File: src/rtl/fft_frame_collector_if.sv
// ============================================================================
// Module   : fft_frame_collector_if
// Purpose  : FFT output stream in, bin-serial handshake out. Optional out_mag
//            port is present when FFT_COLLECT_MAG_EN is defined.
// Revision : 1.0  initial release
// ============================================================================
`default_nettype none

interface fft_frame_collector_if #(
    parameter int DW = 17
);
    logic          in_valid;
    logic          in_sof;
    logic [DW-1:0] data_i0_R;
    logic [DW-1:0] data_i0_I;
    logic [DW-1:0] data_i1_R;
    logic [DW-1:0] data_i1_I;
    logic          out_valid;
    logic          out_ready;
    logic [DW-1:0] out_R;
    logic [DW-1:0] out_I;
    logic [3:0]    out_idx;
    logic          out_last;
    logic          overflow;
`ifdef FFT_COLLECT_MAG_EN
    logic [DW:0]   out_mag;
`endif

    modport master (
        output in_valid, in_sof, data_i0_R, data_i0_I, data_i1_R, data_i1_I, out_ready,
        input  out_valid, out_R, out_I, out_idx, out_last, overflow
`ifdef FFT_COLLECT_MAG_EN
        , input out_mag
`endif
    );

    modport slave (
        input  in_valid, in_sof, data_i0_R, data_i0_I, data_i1_R, data_i1_I, out_ready,
        output out_valid, out_R, out_I, out_idx, out_last, overflow
`ifdef FFT_COLLECT_MAG_EN
        , output out_mag
`endif
    );
endinterface

`default_nettype wire

File: src/rtl/fft_frame_collector.sv
// ============================================================================
// Module   : fft_frame_collector
// Purpose  : Collects 16-bin FFT frames (2 bins/beat) into a ping-pong buffer
//            and replays them one bin per cycle in natural order.
//            Define FFT_COLLECT_MAG_EN to add the out_mag L1-magnitude output.
// Revision : 1.0  initial release
// ============================================================================
`default_nettype none

module fft_frame_collector #(
    parameter int DW        = 17,
    parameter int N         = 16,
    parameter bit BITREV_IN = 1'b1
) (
    input  logic                 clk,
    input  logic                 rst,
    fft_frame_collector_if.slave bus
);

    localparam logic [0:0] W_IDLE  = 1'b0;
    localparam logic [0:0] W_FILL  = 1'b1;
    localparam logic [0:0] R_IDLE  = 1'b0;
    localparam logic [0:0] R_DRAIN = 1'b1;

    function automatic logic [3:0] f_bitrev4(input logic [3:0] a);
        return {a[0], a[1], a[2], a[3]};
    endfunction

    // Two banks of N bins; bank status lives in full_q, so no reset is needed here
    logic [DW-1:0] mem_R_q [2][N];
    logic [DW-1:0] mem_I_q [2][N];

    logic [0:0]    wr_state_q, wr_state_d;
    logic [0:0]    rd_state_q, rd_state_d;
    logic [2:0]    cnt_q, cnt_d;
    logic          wr_bank_q, wr_bank_d;
    logic          rd_bank_q, rd_bank_d;
    logic [1:0]    full_q, full_d;
    logic          overflow_q, overflow_d;

    logic          out_valid_q, out_valid_d;
    logic [DW-1:0] out_R_q, out_R_d;
    logic [DW-1:0] out_I_q, out_I_d;
    logic [3:0]    out_idx_q, out_idx_d;
    logic          out_last_q, out_last_d;

    logic          w_sof_beat;
    logic          w_we;
    logic [2:0]    w_beat;
    logic          w_fill_done;
    logic          w_ovf_set;
    logic [3:0]    w_pos0, w_pos1;
    logic [3:0]    w_addr0, w_addr1;

    logic          w_hs;
    logic          w_load;
    logic          w_load_bank;
    logic [3:0]    w_load_idx;
    logic          w_release;
    logic          w_go_idle;

    assign w_sof_beat = bus.in_valid & bus.in_sof;
    assign w_hs       = out_valid_q & bus.out_ready;

    // ---------------- write FSM ----------------
    always_ff @(posedge clk or posedge rst) begin
        if (rst) wr_state_q <= W_IDLE;
        else     wr_state_q <= wr_state_d;
    end

    always_comb begin
        wr_state_d = wr_state_q;
        case (wr_state_q)
            W_IDLE: if (w_sof_beat && !full_q[wr_bank_q]) wr_state_d = W_FILL;
            W_FILL: if (bus.in_valid && !bus.in_sof && cnt_q == 3'd7) wr_state_d = W_IDLE;
            default: wr_state_d = W_IDLE;
        endcase
    end

    always_comb begin
        w_we        = 1'b0;
        w_beat      = cnt_q;
        cnt_d       = cnt_q;
        w_fill_done = 1'b0;
        w_ovf_set   = 1'b0;
        case (wr_state_q)
            W_IDLE: begin
                if (w_sof_beat) begin
                    if (!full_q[wr_bank_q]) begin
                        w_we   = 1'b1;
                        w_beat = 3'd0;
                        cnt_d  = 3'd1;
                    end else begin
                        w_ovf_set = 1'b1;
                    end
                end
            end
            W_FILL: begin
                if (bus.in_valid) begin
                    w_we = 1'b1;
                    // Early restart reuses the same bank from beat 0
                    if (bus.in_sof) begin
                        w_beat = 3'd0;
                        cnt_d  = 3'd1;
                    end else begin
                        cnt_d       = cnt_q + 3'd1;
                        w_fill_done = (cnt_q == 3'd7);
                    end
                end
            end
            default: ;
        endcase
    end

    assign w_pos0  = {w_beat, 1'b0};
    assign w_pos1  = {w_beat, 1'b1};
    assign w_addr0 = BITREV_IN ? f_bitrev4(w_pos0) : w_pos0;
    assign w_addr1 = BITREV_IN ? f_bitrev4(w_pos1) : w_pos1;

    always_ff @(posedge clk) begin
        if (w_we) begin
            mem_R_q[wr_bank_q][w_addr0] <= bus.data_i0_R;
            mem_I_q[wr_bank_q][w_addr0] <= bus.data_i0_I;
            mem_R_q[wr_bank_q][w_addr1] <= bus.data_i1_R;
            mem_I_q[wr_bank_q][w_addr1] <= bus.data_i1_I;
        end
    end

    // ---------------- read FSM ----------------
    always_ff @(posedge clk or posedge rst) begin
        if (rst) rd_state_q <= R_IDLE;
        else     rd_state_q <= rd_state_d;
    end

    always_comb begin
        rd_state_d = rd_state_q;
        case (rd_state_q)
            R_IDLE:  if (full_q[rd_bank_q]) rd_state_d = R_DRAIN;
            R_DRAIN: if (w_hs && out_idx_q == 4'd15 && !full_q[~rd_bank_q]) rd_state_d = R_IDLE;
            default: rd_state_d = R_IDLE;
        endcase
    end

    always_comb begin
        w_load      = 1'b0;
        w_load_bank = rd_bank_q;
        w_load_idx  = 4'd0;
        w_release   = 1'b0;
        w_go_idle   = 1'b0;
        case (rd_state_q)
            R_IDLE: w_load = full_q[rd_bank_q];
            R_DRAIN: begin
                if (w_hs) begin
                    if (out_idx_q == 4'd15) begin
                        w_release = 1'b1;
                        // Chain straight into the other bank when it is already waiting
                        if (full_q[~rd_bank_q]) begin
                            w_load      = 1'b1;
                            w_load_bank = ~rd_bank_q;
                        end else begin
                            w_go_idle = 1'b1;
                        end
                    end else begin
                        w_load     = 1'b1;
                        w_load_idx = out_idx_q + 4'd1;
                    end
                end
            end
            default: ;
        endcase
    end

    // ---------------- shared state and output registers ----------------
    always_comb begin
        full_d = full_q;
        if (w_fill_done) full_d[wr_bank_q] = 1'b1;
        if (w_release)   full_d[rd_bank_q] = 1'b0;
        wr_bank_d  = w_fill_done ? ~wr_bank_q : wr_bank_q;
        rd_bank_d  = w_release ? ~rd_bank_q : rd_bank_q;
        overflow_d = overflow_q | w_ovf_set;

        out_valid_d = out_valid_q;
        out_R_d     = out_R_q;
        out_I_d     = out_I_q;
        out_idx_d   = out_idx_q;
        out_last_d  = out_last_q;
        if (w_load) begin
            out_valid_d = 1'b1;
            out_R_d     = mem_R_q[w_load_bank][w_load_idx];
            out_I_d     = mem_I_q[w_load_bank][w_load_idx];
            out_idx_d   = w_load_idx;
            out_last_d  = (w_load_idx == 4'd15);
        end else if (w_go_idle) begin
            out_valid_d = 1'b0;
            out_last_d  = 1'b0;
        end
    end

    always_ff @(posedge clk or posedge rst) begin
        if (rst) begin
            cnt_q       <= 3'd0;
            wr_bank_q   <= 1'b0;
            rd_bank_q   <= 1'b0;
            full_q      <= 2'b00;
            overflow_q  <= 1'b0;
            out_valid_q <= 1'b0;
            out_R_q     <= '0;
            out_I_q     <= '0;
            out_idx_q   <= 4'd0;
            out_last_q  <= 1'b0;
        end else begin
            cnt_q       <= cnt_d;
            wr_bank_q   <= wr_bank_d;
            rd_bank_q   <= rd_bank_d;
            full_q      <= full_d;
            overflow_q  <= overflow_d;
            out_valid_q <= out_valid_d;
            out_R_q     <= out_R_d;
            out_I_q     <= out_I_d;
            out_idx_q   <= out_idx_d;
            out_last_q  <= out_last_d;
        end
    end

    assign bus.out_valid = out_valid_q;
    assign bus.out_R     = out_R_q;
    assign bus.out_I     = out_I_q;
    assign bus.out_idx   = out_idx_q;
    assign bus.out_last  = out_last_q;
    assign bus.overflow  = overflow_q;

`ifdef FFT_COLLECT_MAG_EN
    function automatic logic [DW-1:0] f_abs(input logic [DW-1:0] v);
        return v[DW-1] ? ((~v) + DW'(1)) : v;
    endfunction

    logic [DW:0] out_mag_q, out_mag_d;

    assign out_mag_d = w_load ? ({1'b0, f_abs(out_R_d)} + {1'b0, f_abs(out_I_d)}) : out_mag_q;

    always_ff @(posedge clk or posedge rst) begin
        if (rst) out_mag_q <= '0;
        else     out_mag_q <= out_mag_d;
    end

    assign bus.out_mag = out_mag_q;
`endif

endmodule

`default_nettype wire
File: src/flat_wrapper.sv
// flat-port wrapper written by rule: the top's interface ports become plain ports
module fft_frame_collector_flat 
#(
    parameter int DW        = 17,
    parameter int N         = 16,
    parameter bit BITREV_IN = 1'b1
)
  (clk, rst, bus_in_valid, bus_in_sof, bus_data_i0_R, bus_data_i0_I, bus_data_i1_R, bus_data_i1_I, bus_out_ready, bus_out_valid, bus_out_R, bus_out_I, bus_out_idx, bus_out_last, bus_overflow);
  fft_frame_collector_if #(.DW(DW)) bus_i ();
  input  logic clk;
  input  logic rst;
  input wire logic [$bits(bus_i.in_valid)-1:0] bus_in_valid;
  input wire logic [$bits(bus_i.in_sof)-1:0] bus_in_sof;
  input wire logic [$bits(bus_i.data_i0_R)-1:0] bus_data_i0_R;
  input wire logic [$bits(bus_i.data_i0_I)-1:0] bus_data_i0_I;
  input wire logic [$bits(bus_i.data_i1_R)-1:0] bus_data_i1_R;
  input wire logic [$bits(bus_i.data_i1_I)-1:0] bus_data_i1_I;
  input wire logic [$bits(bus_i.out_ready)-1:0] bus_out_ready;
  output wire logic [$bits(bus_i.out_valid)-1:0] bus_out_valid;
  output wire logic [$bits(bus_i.out_R)-1:0] bus_out_R;
  output wire logic [$bits(bus_i.out_I)-1:0] bus_out_I;
  output wire logic [$bits(bus_i.out_idx)-1:0] bus_out_idx;
  output wire logic [$bits(bus_i.out_last)-1:0] bus_out_last;
  output wire logic [$bits(bus_i.overflow)-1:0] bus_overflow;
  assign bus_i.in_valid = bus_in_valid;
  assign bus_i.in_sof = bus_in_sof;
  assign bus_i.data_i0_R = bus_data_i0_R;
  assign bus_i.data_i0_I = bus_data_i0_I;
  assign bus_i.data_i1_R = bus_data_i1_R;
  assign bus_i.data_i1_I = bus_data_i1_I;
  assign bus_i.out_ready = bus_out_ready;
  assign bus_out_valid = bus_i.out_valid;
  assign bus_out_R = bus_i.out_R;
  assign bus_out_I = bus_i.out_I;
  assign bus_out_idx = bus_i.out_idx;
  assign bus_out_last = bus_i.out_last;
  assign bus_overflow = bus_i.overflow;
  fft_frame_collector #(.DW(DW), .N(N), .BITREV_IN(BITREV_IN)) u_core (.clk(clk), .rst(rst), .bus(bus_i));
endmodule
File: config.mk
export PLATFORM = sky130hd
export DESIGN_NAME = fft_frame_collector_flat
export DESIGN_NICKNAME = d
export VERILOG_FILES = /design/src/rtl/fft_frame_collector_if.sv /design/src/rtl/fft_frame_collector.sv /design/src/flat_wrapper.sv
export SDC_FILE = /design/constraint.sdc
export NUM_CORES = 2
export LEC_CHECK = 0
export ABC_AREA = 1
export BUFFER_PORTS_ARGS = -buffer_cell sky130_fd_sc_hd__clkbuf_2
export CAP_MARGIN = 5
export CORE_MARGIN = 10
export CORE_UTILIZATION = 57
export DETAILED_ROUTE_END_ITERATION = 6
export PLACE_DENSITY = 0.8
export SLEW_MARGIN = 20
export SYNTH_ARGS = -nofsm -noshare
export SYNTH_HDL_FRONTEND = slang
export SYNTH_SLANG_ARGS = --single-unit
File: constraint.sdc
create_clock -name clk -period 5.1 [get_ports clk]
set_input_delay 1.02 -clock clk [delete_from_list [all_inputs] [get_ports clk]]
set_output_delay 1.02 -clock clk [all_outputs]
set_load 0.02 [all_outputs]
==> results_dict.tcl <==
set metrics [dict create \
    status "complete, no violations" \
    critPathMaxStageDelay_ps 490 \
    grt_overflow 0 \
    fin_nets 5114 \
    fin_crit_sh_pct 74.5 \
    design_area_um2 57900 \
    coreArea_um2 91500 \
    r2r_start "u_core.bus.out_idx[0]" \
    final-max-slew-violation-count 0 \
    fmax_mhz 263 \
    worstHoldPathType "in -> async" \
    post-cts-setup-buffers 0 \
    max-vdd-ir-drop_v 0.000275 \
    met2_length_um 69700 \
    grt_pass1_wl_um 228000 \
    finClkSkew_ps 26.9 \
    grt_usage_pct 28.7 \
    grt_max_degree 227 \
    relSlewSlack_pct 4.33 \
    worstPathArrival_ps 4370 \
    power_mw 19.0 \
    whs_ps 380 \
    cts_tree "done" \
    crit_fanout 220 \
    worstSetupEndpointType "flip-flop" \
    grt_pass1_vias 38100 \
    setup_violations 0 \
    period_needed_ps 3800 \
    path_cells "ha_1 > nand3_1 > nor2_2 > nand3_4 > nand2_8 > buf_12 > nand2_1 > nand3_1 > nand3_1 > nand3_1 > nand2_1 > nand2_1 > nand3_1" \
    clockBufferDepth 3 \
    max_cap_viol_count 0 \
    routed.top_layer "met5" \
    io_pins 114 \
    final_core_util_pct 63.3 \
    syn_to_final_growth_pct 10.4 \
    async_flop_share_pct 4.39 \
    root_buffer "clkbuf_16" \
    wl_per_cell_um 24.2 \
    die_area_um2 105000 \
    place_congestion 0.802 \
    drc 0 \
    synth_cell_types 27 \
    ys_seq_area_share_pct 64.7 \
    dp.cells 6111 \
    antenna_left 0 \
    die_y_um 323 \
    wl_um 153000 \
    p_per_area_nw_per_um2 329 \
    dr.first_iter.drc_count 6372 \
    postSynthAreaPerCell_um2 10.3 \
    start_kind "flip-flop" \
    insertion_delay_ps 710 \
    port_buffers 113 \
    cts_sinks 1138 \
    initial_core_util_pct 57.3 \
    antenna_found_initial 8 \
    worstMarginPinSlew_ps 1440 \
    avgViaCountPerCell 6.22 \
    p_leak_nw 23.2 \
    cts_resized 0 \
    crit_type "reg -> reg" \
    fillers 6559 \
    synth_ff_type "edfxtp_1" \
    dr_wl_met3_um 21600 \
    hpwl_um 76000 \
    fin_cells 6324 \
    rsz0062_at_grt "false" \
    netlist_area_um2 52400 \
    hold_viol_final 0 \
    required_ps 5670 \
    cts_hold_buffers 0 \
    yosysWarningCount 0 \
    cts.htree.levels 3 \
    die_w_um 323 \
    first_pass_iters 7 \
    crit_start "u_core.bus.out_idx[0]" \
    ys_ff_latch 1138 \
    numCtsBuffers 111 \
    clkTransAtPathRegs_ps 60 \
    cpMaxStageDelayCell "buf_12" \
    rows 111 \
    post_route_cells_drive_above_1_share_pct 7.79 \
    wl_met1_um 54100 \
    cp_common_cell "nand3_1" \
    syn_inst 5110 \
    synth_nets 5186 \
    place_area_um2 54100 \
    synth_edf_count 1088 \
    num_vias 39400 \
]
==> logic make-up after synthesis <==
logic type                 after synthesis  share of synthesized area, %
xor gates and xnor gates                 3                        0.0501
adders and majority gates                3                        0.0716
DFF                                   1138                          64.7
AOI/OAI and AO/OA                      290                          2.79
buffers and inverters                 1086                          8.13
and+or+nand+nor                       2590                          24.3
==> synthesized netlist by cell type (all sizes together), types with 5 or more instances <==
| master | n | area share (%) |
|---|---|---|
| buf | 178 | 1.6 |
| nor2 | 34 | 0.25 |
| nand3b | 442 | 6.3 |
| edfxtp | 1088 | 62 |
| nand2 | 1047 | 7.5 |
| dfrtp | 50 | 2.4 |
| clkbuf | 202 | 1.5 |
| a21oi | 5 | 0.048 |
| o21ai | 280 | 2.7 |
| inv | 704 | 5.0 |
| nand3 | 1066 | 10 |
==> state kept, by name, summed over array words and instances, names as in the netlist <==
name,cells
u_core.bus.out_I,17
u_core.bus.out_R,17
u_core.bus.out_idx,4
u_core.bus.out_last,1
u_core.bus.out_valid,1
u_core.bus.overflow,1
u_core.cnt_q,3
u_core.full_q,2
u_core.mem_I_q,544
u_core.mem_R_q,544
u_core.rd_bank_q,1
u_core.rd_state_q,1
u_core.wr_bank_q,1
u_core.wr_state_q,1
==> report_power, final <==
part | switching (mW) | total [mW] | internal, mW
combinational | 0.238 | 0.303 | 0.0655
clock | 3.55 | 8.51 | 4.96
sequential | 0.0000000103 | 10.2 | 10.2
==> per-stage QoR <==
stage,setup WS [ps],TNS (ps)
2_1_floorplan,-251,-133490
4_1_cts,1590,0
3_3_place_gp,1230,0
3_5_place_dp,1170,0
6_report,1300,0
5_1_grt,1280,0
==> layout by cell type (no fill, tap or decap), drive strengths merged <==
master,n
dfrtp,50
inv,707
o41ai,1
edfxtp,1088
clkinv,38
a21o,1
nand2,1047
nand3b,442
o21ai,280
ha,3
a31oi,2
diode,4
nand3,1066
xor2,3
a21oi,5
nor3,1
clkbuf,262
o211ai,1
buf,82
clkinvlp,5
nor2,34
bufinv,16
==> worst max-delay path, delay by kind of cell (launching register included) <==
kind	cells	cell delay [ps]
and+or+nand+nor	11	1990
buffers and inverters	1	490
DFF	1	430
adders and majority gates	1	220
==> worst paths after layout <==
path	end	slack [ps]	cells after the start
worst min-delay path	u_core.bus.out_R[1]	380	2
worst max register to register	u_core.bus.out_R[7]	1300	13
max in group asynchronous	u_core.bus.out_R[15]	3580	3
worst max-delay path	u_core.bus.out_R[7]	1300	13
worst min register to register	u_core.bus.overflow	460	1
min in group clk	u_core.bus.overflow	460	1
==> layer usage <==
| metal | GRT usage (%) | vias up |
|---|---|---|
| met2 | 45.1 | 3042 |
| li1 | - | 17200 |
| met5 | 0.992 | - |
| met3 | 6.98 | 553 |
| met4 | 14.2 | 4 |
| met1 | 37.2 | 18600 |
==> cell type report <==
class | count | area, um^2 | share of cell area (%)
Sequential cell | 1138 | 33900 | 58.6
Clock buffer | 149 | 3010 | 5.20
Tap cell | 1186 | 1480 | 2.56
Timing Repair Buffer | 195 | 1540 | 2.67
Antenna cell | 4 | 10.0 | 0.0173
Multi-Input combinational cell | 2886 | 14500 | 25.1
Clock inverter | 60 | 758 | 1.31
Inverter | 706 | 2670 | 4.61
Note: power is estimated with default switching activity, not from simulation.
